<file path="config.mk">
export PLATFORM = sky130hd
export DESIGN_NAME = kch_window_ctrl
export DESIGN_NICKNAME = d
export VERILOG_FILES = /design/src/rtl/kch_pkg.sv /design/src/rtl/kch_window_ctrl_timeout.sv /design/src/rtl/kch_window_ctrl.sv
export SDC_FILE = /design/constraint.sdc
export NUM_CORES = 1
export LEC_CHECK = 0
export ABC_AREA = 1
export CORE_ASPECT_RATIO = 1.75
export CORE_MARGIN = 10
export CORE_UTILIZATION = 40
export CTS_BUF_LIST = sky130_fd_sc_hd__clkbuf_8
export DETAILED_ROUTE_END_ITERATION = 7
export PLACE_DENSITY_LB_ADDON = 0.2
export SETUP_SLACK_MARGIN = 0.05
export SKIP_CTS_REPAIR_TIMING = 1
export SLEW_MARGIN = 0
export SYNTH_ARGS = -nofsm -noshare
export SYNTH_HDL_FRONTEND = slang
export SYNTH_SLANG_ARGS = --single-unit
</file>
<file path="constraint.sdc">
create_clock -name clk -period 3 [get_ports clk]
set_clock_uncertainty 0.05 [all_clocks]
set_input_delay 0.45 -clock clk [delete_from_list [all_inputs] [get_ports clk]]
set_output_delay 0.45 -clock clk [all_outputs]
set_load 0.03 [all_outputs]
</file>
<file path="src/rtl/kch_pkg.sv">
// Shared types and defaults for the KCH collection-window controller.
package kch_pkg;

   localparam int KCH_WORD_WIDTH = 16;

   typedef enum logic [1:0] {
      S_IDLE    = 2'd0,
      S_COLLECT = 2'd1,
      S_EVAL    = 2'd2,
      S_OUTPUT  = 2'd3
   } kch_state_e;

   typedef struct packed {
      logic [KCH_WORD_WIDTH-1:0] id;
      logic [KCH_WORD_WIDTH-1:0] hops;
      logic [KCH_WORD_WIDTH-1:0] qvalue;
   } ch_info_t;

endpackage

</file>
<file path="src/rtl/kch_window_ctrl_timeout.sv">
// Inactivity timer for the collection window: load to TIMEOUT_CYCLES, count down, flag terminal count.
module kch_timeout_ctr #(
   parameter int TIMEOUT_CYCLES = 64
) (
   input  logic clk,
   input  logic nrst,
   input  logic load,
   input  logic dec,
   output logic expire
);

   localparam int CW = $clog2(TIMEOUT_CYCLES + 1);

   logic [CW-1:0] count;

   always_ff @(posedge clk or negedge nrst) begin
      if (!nrst)
         count <= '0;
      else if (load)
         count <= CW'(TIMEOUT_CYCLES);
      else if (dec && count != '0)
         count <= count - CW'(1);
   end

   // Terminal count is 1 so the window spans exactly TIMEOUT_CYCLES idle cycles.
   assign expire = (count == CW'(1));

endmodule

</file>
<file path="src/rtl/kch_window_ctrl.sv">
// One KCH collection window per heartbeat: open, forward adverts to the selector, close, report the best CH.
//  state     | meaning
//  S_IDLE    | no round active, adverts refused
//  S_COLLECT | window open, adverts accepted and forwarded as sel_en pulses
//  S_EVAL    | window closed, waiting SEL_LATENCY cycles for the selector to settle
//  S_OUTPUT  | result held on res_valid until the consumer takes it
module kch_window_ctrl
   import kch_pkg::*;
#(
   parameter int WORD_WIDTH     = KCH_WORD_WIDTH,
   parameter int TIMEOUT_CYCLES = 64,
   parameter int SEL_LATENCY    = 2
) (
   input  logic                  clk,
   input  logic                  nrst,
   input  logic                  hb_start,
   input  logic [WORD_WIDTH-1:0] hb_chlimit,
   input  logic                  adv_valid,
   output logic                  adv_ready,
   input  logic [WORD_WIDTH-1:0] adv_id,
   input  logic [WORD_WIDTH-1:0] adv_hops,
   input  logic [WORD_WIDTH-1:0] adv_qvalue,
   output logic                  sel_clear,
   output logic                  sel_en,
   output logic [WORD_WIDTH-1:0] sel_id,
   output logic [WORD_WIDTH-1:0] sel_hops,
   output logic [WORD_WIDTH-1:0] sel_q,
   input  logic [WORD_WIDTH-1:0] sel_chosen,
   input  logic [WORD_WIDTH-1:0] sel_hopsch,
   output logic                  res_valid,
   input  logic                  res_ready,
   output logic [WORD_WIDTH-1:0] chosenCH,
   output logic [WORD_WIDTH-1:0] hopsfromCH,
   output logic                  no_ch,
   output logic [WORD_WIDTH-1:0] adv_count
);

   localparam int LW = $clog2(SEL_LATENCY + 1);

   kch_state_e            state;
   logic [WORD_WIDTH-1:0] limit;
   logic [WORD_WIDTH-1:0] cnt_inc;
   logic [LW-1:0]         lat_cnt;
   logic                  accept;
   logic                  limit_hit;
   logic                  expire;
   logic                  timer_load;
   logic                  timer_dec;
   logic                  eval_done;

   assign adv_ready  = (state == S_COLLECT) && !hb_start;
   assign accept     = adv_valid && adv_ready;
   assign cnt_inc    = (adv_count == '1) ? adv_count : adv_count + WORD_WIDTH'(1);
   assign limit_hit  = (limit != '0) && (cnt_inc == limit);
   assign timer_load = hb_start || accept;
   assign timer_dec  = (state == S_COLLECT) && !timer_load;
   // A sel_en still in flight restarts the settle count, so EVAL always waits after the final sample.
   assign eval_done  = (state == S_EVAL) && !sel_en && (lat_cnt == LW'(1));

   kch_timeout_ctr #(.TIMEOUT_CYCLES(TIMEOUT_CYCLES)) u_timeout (
      .clk    (clk),
      .nrst   (nrst),
      .load   (timer_load),
      .dec    (timer_dec),
      .expire (expire)
   );

   always_ff @(posedge clk or negedge nrst) begin
      if (!nrst)
         state <= S_IDLE;
      else if (hb_start)
         state <= S_COLLECT;
      else begin
         case (state)
            S_IDLE:    state <= S_IDLE;
            S_COLLECT: if (accept ? limit_hit : expire) state <= S_EVAL;
            S_EVAL:    if (eval_done) state <= S_OUTPUT;
            S_OUTPUT:  if (res_ready) state <= S_IDLE;
            default:   state <= S_IDLE;
         endcase
      end
   end

   always_ff @(posedge clk or negedge nrst) begin
      if (!nrst) begin
         sel_clear  <= 1'b0;
         sel_en     <= 1'b0;
         sel_id     <= '0;
         sel_hops   <= '0;
         sel_q      <= '0;
         res_valid  <= 1'b0;
         chosenCH   <= '1;
         hopsfromCH <= '1;
         no_ch      <= 1'b0;
         adv_count  <= '0;
         limit      <= '0;
         lat_cnt    <= LW'(SEL_LATENCY);
      end else begin
         sel_clear <= hb_start;
         sel_en    <= accept;
         if (accept) begin
            sel_id   <= adv_id;
            sel_hops <= adv_hops;
            sel_q    <= adv_qvalue;
         end

         if (state != S_EVAL || sel_en)
            lat_cnt <= LW'(SEL_LATENCY);
         else if (lat_cnt != LW'(1))
            lat_cnt <= lat_cnt - LW'(1);

         if (hb_start) begin
            limit     <= hb_chlimit;
            adv_count <= '0;
            no_ch     <= 1'b0;
            res_valid <= 1'b0;
         end else begin
            if (accept)
               adv_count <= cnt_inc;
            if (eval_done) begin
               res_valid <= 1'b1;
               if (adv_count == '0) begin
                  no_ch      <= 1'b1;
                  chosenCH   <= '1;
                  hopsfromCH <= '1;
               end else begin
                  chosenCH   <= sel_chosen;
                  hopsfromCH <= sel_hopsch;
               end
            end
            if (state == S_OUTPUT && res_ready)
               res_valid <= 1'b0;
         end
      end
   end

endmodule

</file>
=== Word-level counts from Yosys, hierarchy flattened ===
Cells that the tools add are included.
Widths: inputs -> output; s select.

* Word-level logic and storage cells: 77
* Bits in writable memories: 0
* Input port bits: 101
* Bits in read-only memories: 0
* Output and inout port bits: 101
* Bits in registers: 127
* Memories: 0
* Bits in latches: 0

* Equality and inequality tests: 12
* $add $sub $neg: 3
* Multiply operators: 0
* Shift-type cells: 0
* Reduce and logical (&&, ||, !) cells: 26
* Div/mod/pow operators: 0
* Multiplexer cells: 21
* Bitwise gates (word level): 1
* Magnitude comparators: 0

{| class="wikitable"
|+ Operators by type and width
! kind !! count
|-
| $mux 16 || 5
|-
| $add 16x1->16 const B || 1
|-
| $eq 16x16->1 || 1
|-
| $eq 16x16->1 const B || 1
|-
| $logic_not 16->1 || 1
|-
| $reduce_bool 16->1 || 1
|-
| $mux 7 || 2
|-
| $mux 2 || 6
|-
| $reduce_bool 2->1 || 5
|-
| $logic_and 1x1->1 || 8
|-
| $pmux 2 s4 || 1
|-
| $eq 7x1->1 const B || 1
|-
| $mux 1 || 7
|-
| $reduce_bool 7->1 || 1
|-
| $sub 7x1->7 const B || 1
|-
| $ne 3x3->1 const B || 2
|-
| $eq 2x1->1 const B || 2
|-
| $eq 2x2->1 const B || 2
|-
| $reduce_and 2->1 || 2
|-
| $logic_not 1->1 || 3
|-
| $ne 3x2->1 const B || 1
|-
| $reduce_and 3->1 || 1
|-
| $reduce_bool 3->1 || 1
|-
| $logic_not 2->1 || 1
|-
| 5 further kinds || 6
|}

=== Depth between registers and ports, before layout ===
* Word-level depth: 9
* Depth in mapped cells: 18
* Mapped depth without buffers: 18

=== Modules after synthesis ===
A second synthesis with hierarchy kept.

* Cell total of the unflattened synthesis: 762
* Area total of the unflattened synthesis: 6072.1 um^2

{| class="wikitable"
|+ Modules (own cells, without submodules)
! module !! sequential area each (um^2) !! cells each !! area each (um^2) !! instances
|-
| kch_window_ctrl || 3044.2 || 704 || 5622.9 || 1
|-
| kch_timeout_ctr || 175.2 || 58 || 449.2 || 1
|}

=== Least setup slack after synthesis ===
No wires, ideal clock.

* Path type: register -> register
* Start: register state[1]
* End: register state[0]
* Clock period less this slack: 2.368 ns
* Library setup time: 0.117 ns
* Path slack: 0.632 ns
* Cell stages (with the launch flop): 18
* Data required time: 2.833 ns
* Buffers on the path: 0
* Arrival time: 2.202 ns
* Cells stage by stage: dfrtp_1 inv_1 ha_1 inv_1 nor2_1 inv_1 nor2_4 inv_2 a21oi_1 nand2_1 nor2_1 nand2_1 nor2_2 nand3_2 nand2_2 nand2_1 nand2_1 nand2_1

* Longest elaborated chain between the ends: 6
* Elaborated cells between the ends (all ways): 15
* Classes of those cells: eq/ne (6); mux (3); reduce/logical (6)

{| class="wikitable"
|+ RTL lines
! element !! RTL line !! RTL
|-
| from (decl) || kch_window_ctrl.sv:40 || <nowiki>kch_state_e state;</nowiki>
|-
| from (signal assigned) || kch_window_ctrl.sv:70 || <nowiki>state <= S_IDLE;</nowiki>
|-
| from (signal assigned) || kch_window_ctrl.sv:72 || <nowiki>state <= S_COLLECT;</nowiki>
|-
| from (signal assigned) || kch_window_ctrl.sv:75 || <nowiki>S_IDLE: state <= S_IDLE;</nowiki>
|-
| $eq 2x1->1 || kch_window_ctrl.sv:51 || <nowiki>assign adv_ready = (state == S_COLLECT) && !hb_start;</nowiki>
|-
| $logic_and 1x1->1 || kch_window_ctrl.sv:51 ||
|-
| named net adv_ready || kch_window_ctrl.sv:19 || <nowiki>output logic adv_ready,</nowiki>
|-
| $logic_and 1x1->1 || kch_window_ctrl.sv:52 || <nowiki>assign accept = adv_valid && adv_ready;</nowiki>
|-
| $mux 1 || kch_window_ctrl.sv:76 || <nowiki>S_COLLECT: if (accept ? limit_hit : expire) state <= S_EVAL;</nowiki>
|-
| $ne 3x2->1 (no line) || n/a ||
|-
| $reduce_and 3->1 (no line) || n/a ||
|}

The timed path passes the listed nets, and every way through them passes these cells.
A chain may end at the register's enable or synchronous reset.

=== Final worst setup path ===
* Start: register state[1]
* End: output port adv_ready

* Longest elaborated chain between the ends: 2

{| class="wikitable"
|+ RTL lines
! element !! RTL line
|-
| $eq 2x1->1 || kch_window_ctrl.sv:51
|-
| $logic_and 1x1->1 || kch_window_ctrl.sv:51
|-
| to (decl) || kch_window_ctrl.sv:19
|}

No other way between the ends.

==> flow_summary.ini <==
[detailed_routing]
drc = 0
via_count = 5461
vias_per_cell = 4.859
routed_wl_mm = 18.95
first_pass_iters = 7
postRouteAntennaNets = 0
routedWlPerCell_um = 16.86
initialDrtViolationCount = 237

[logic_synthesis]
synth_compound_area_share_pct = 7.849
synth-seq-cells = 127
synth_top_family_by_area = simple AND/OR/NAND/NOR gates
muxShareOfSynthArea_pct = 0
ys_types = 35
synth_area_leaders = dfrtp_1, nand2_1, dfstp_2, nor2_1, a21oi_1
yosysSeqAreaShare_pct = 54.00
synth_area_um2 = 5962
synth-xor-area-share_pct = 1.910
synth_fp_nets = 836
synth_warnings = 0
avgSynthCellArea_um2 = 8.212
synthAdderAreaFrac_pct = 1.889
synth_top_cell_by_area = dfrtp_1
yosys.area_share.simple_pct = 28.77
synthCells = 726
synth_top_area_share_pct = 39.45

[placed_design]
port_buffers = 201
dpl.cell_count = 1091
dp.final_hpwl_mm = 14.06
dpl_worst_slack_ns = 0.6441
finalWeightedCongestion = 0.8652

[sta]
worst_slack_ns = 0.4955
min_period_ns = 2.504
final_hold_viol_count = 0
rsz0062_at_grt = false
fin_tns_setup_ns = 0
slew_viol_final = 0
setup_violations = 0
period_share_pct = 83.48
relSlewSlack_pct = 53.71
fmax_ghz = 0.3993
worstMarginPinSlew_ns = 0.6943

[clock_network]
cts-root-buf = clkbuf_8
cts.sinks = 127
cts_tree = done
htree_levels = 4
numCtsBuffers = 17
path_clk_slew_ns = 0.08
clockBufferDepth = 2
worstSkewPairLatency_ns = 0.42

[final_layout]
fin_cells = 1124
diodes = 0
final_nets = 1038
layout-drive-gt1-share_pct = 10.95
final_common_cell = nand2_1
syn_to_final_growth_pct = 45.02
finalCoreUtilization_pct = 58.56
most-common-layout-cells = nand2_1, clkdlybuf4s50_1, dfrtp_1, nor2_1, inv_1

[global_routing]
grt_pass1_vias = 5541
grt_pass1_wl_mm = 30.09
grtUsageTotal_pct = 18.39
grt_max_degree = 78
overflow = 0
antenna_found_initial = 0

[worst_setup_path]
endpoint_kind = output port
cp-start-kind = flip-flop
cp_max_fo = 4
crit_type = flip-flop to output port
cp_data_arrival_time_ns = 2.00
worstPathRequired_ns = 2.50

[power_and_ir_drop]
powerDensity_nw_per_um2 = 811.4
p_total_mw = 7.015
peakVddDrop_mv = 0.4822
p_leak_nw = 3.970

[floorplanning]
start_util_pct = 40.38
core-area_um2 = 14760
die_w_um = 112.3
num_io_pins = 202
rows = 59
fp.dieH_um = 181.5
dieArea_um2 = 20380

[min_path]
hold_class = primary input to flip-flop

[run_status]
status = complete, no violations

[job]
drv_cap = 0
-- critical path, stage by stage (launching register included) --
cell and delay, ns:
dfrtp_1 0.42, inv_1 0.07, ha_1 0.15, inv_1 0.05, nor2_1 0.16, clkdlybuf4s50_1 0.73
-- logic make-up (layout without fill, tap and decap cells) --
family / count (synthesis) / in the layout
buffers and inverters: 86 / 301
DFF: 127 / 127
xor gates and xnor gates: 13 / 13
and+or+nand+nor: 403 / 403
adders and majority gates: 9 / 9
AOI/OAI and AO/OA: 88 / 88
-- cell type report --
cell class | count | area (um^2)
tap | 183 | 229.0
clock buffer | 17 | 234.0
sequential | 127 | 3219
fill | 1387 | 6118
timing repair buffer | 212 | 2102
inverter | 57 | 216.5
clock inverter | 15 | 232.7
multi-input combinational | 513 | 2412
-- metrics by stage --
step,instance area [um^2],hold WS [ns]
after detailed placement,8169,0.2692
after global placement,8169,0.2632
final,8646,0.3594
after global routing,8646,0.3433
after floorplan,5962,0.1044
after CTS,8636,-0.1963
-- layer usage --
metal  up-vias  track usage, %  routed length, um
li1       2724               -                  -
met1      2550           18.13               6697
met2       152           33.57              10390
met3        35           6.139               1243
met4         0           8.359                614
met5         -               0                  0
-- report_power, final --
part           total, mW  internal [mW]  switching (mW)  leakage [nW]
clock               1.75           1.01           0.744         0.231
sequential          2.48           2.22           0.256          1.54
combinational       2.79           1.08            1.70          2.20
total               7.02           4.31            2.70          3.97
-- synthesized netlist by cell type, drive strengths merged --
library cell / n
nand2: 255
dfrtp: 94
nor2: 73
inv: 56
a21oi: 40
o21ai: 38
nor3: 37
dfstp: 33
clkbuf: 25
nand3: 25
xor2: 13
ha: 9
nand4: 8
buf: 4
o22ai: 4
a22o: 2
nand3b: 2
a31oi: 1
a32o: 1
clkinv: 1
nor3b: 1
nor4: 1
o21a: 1
o21bai: 1
or3: 1
-- registers in the layout, indices dropped and copies added, names as in the netlist, 2 cells and up --
signal,cells
adv_count,16
chosenCH,16
hopsfromCH,16
limit,16
sel_hops,16
sel_id,16
sel_q,16
u_timeout.count,7
lat_cnt,2
state,2
-- worst paths after layout --
path	to	slack [ns]	cells after the start	startpoint
worst max-delay path	adv_ready	0.50	5	state[1]$_DFFE_PN0P_
worst min-delay path	u_timeout.count[6]$_DFFE_PN0P_	0.36	3	hb_start
worst max register to register	state[1]$_DFFE_PN0P_	0.59	15	adv_count[1]$_DFFE_PN0N_
worst min register to register	sel_hops[3]$_DFFE_PN0P_	0.42	2	sel_hops[3]$_DFFE_PN0P_
max in group asynchronous	chosenCH[2]$_DFFE_PN1P_	1.78	3	nrst
min in group asynchronous	sel_clear$_DFF_PN0_	0.37	2	nrst
(Power assumes the default switching activity.)
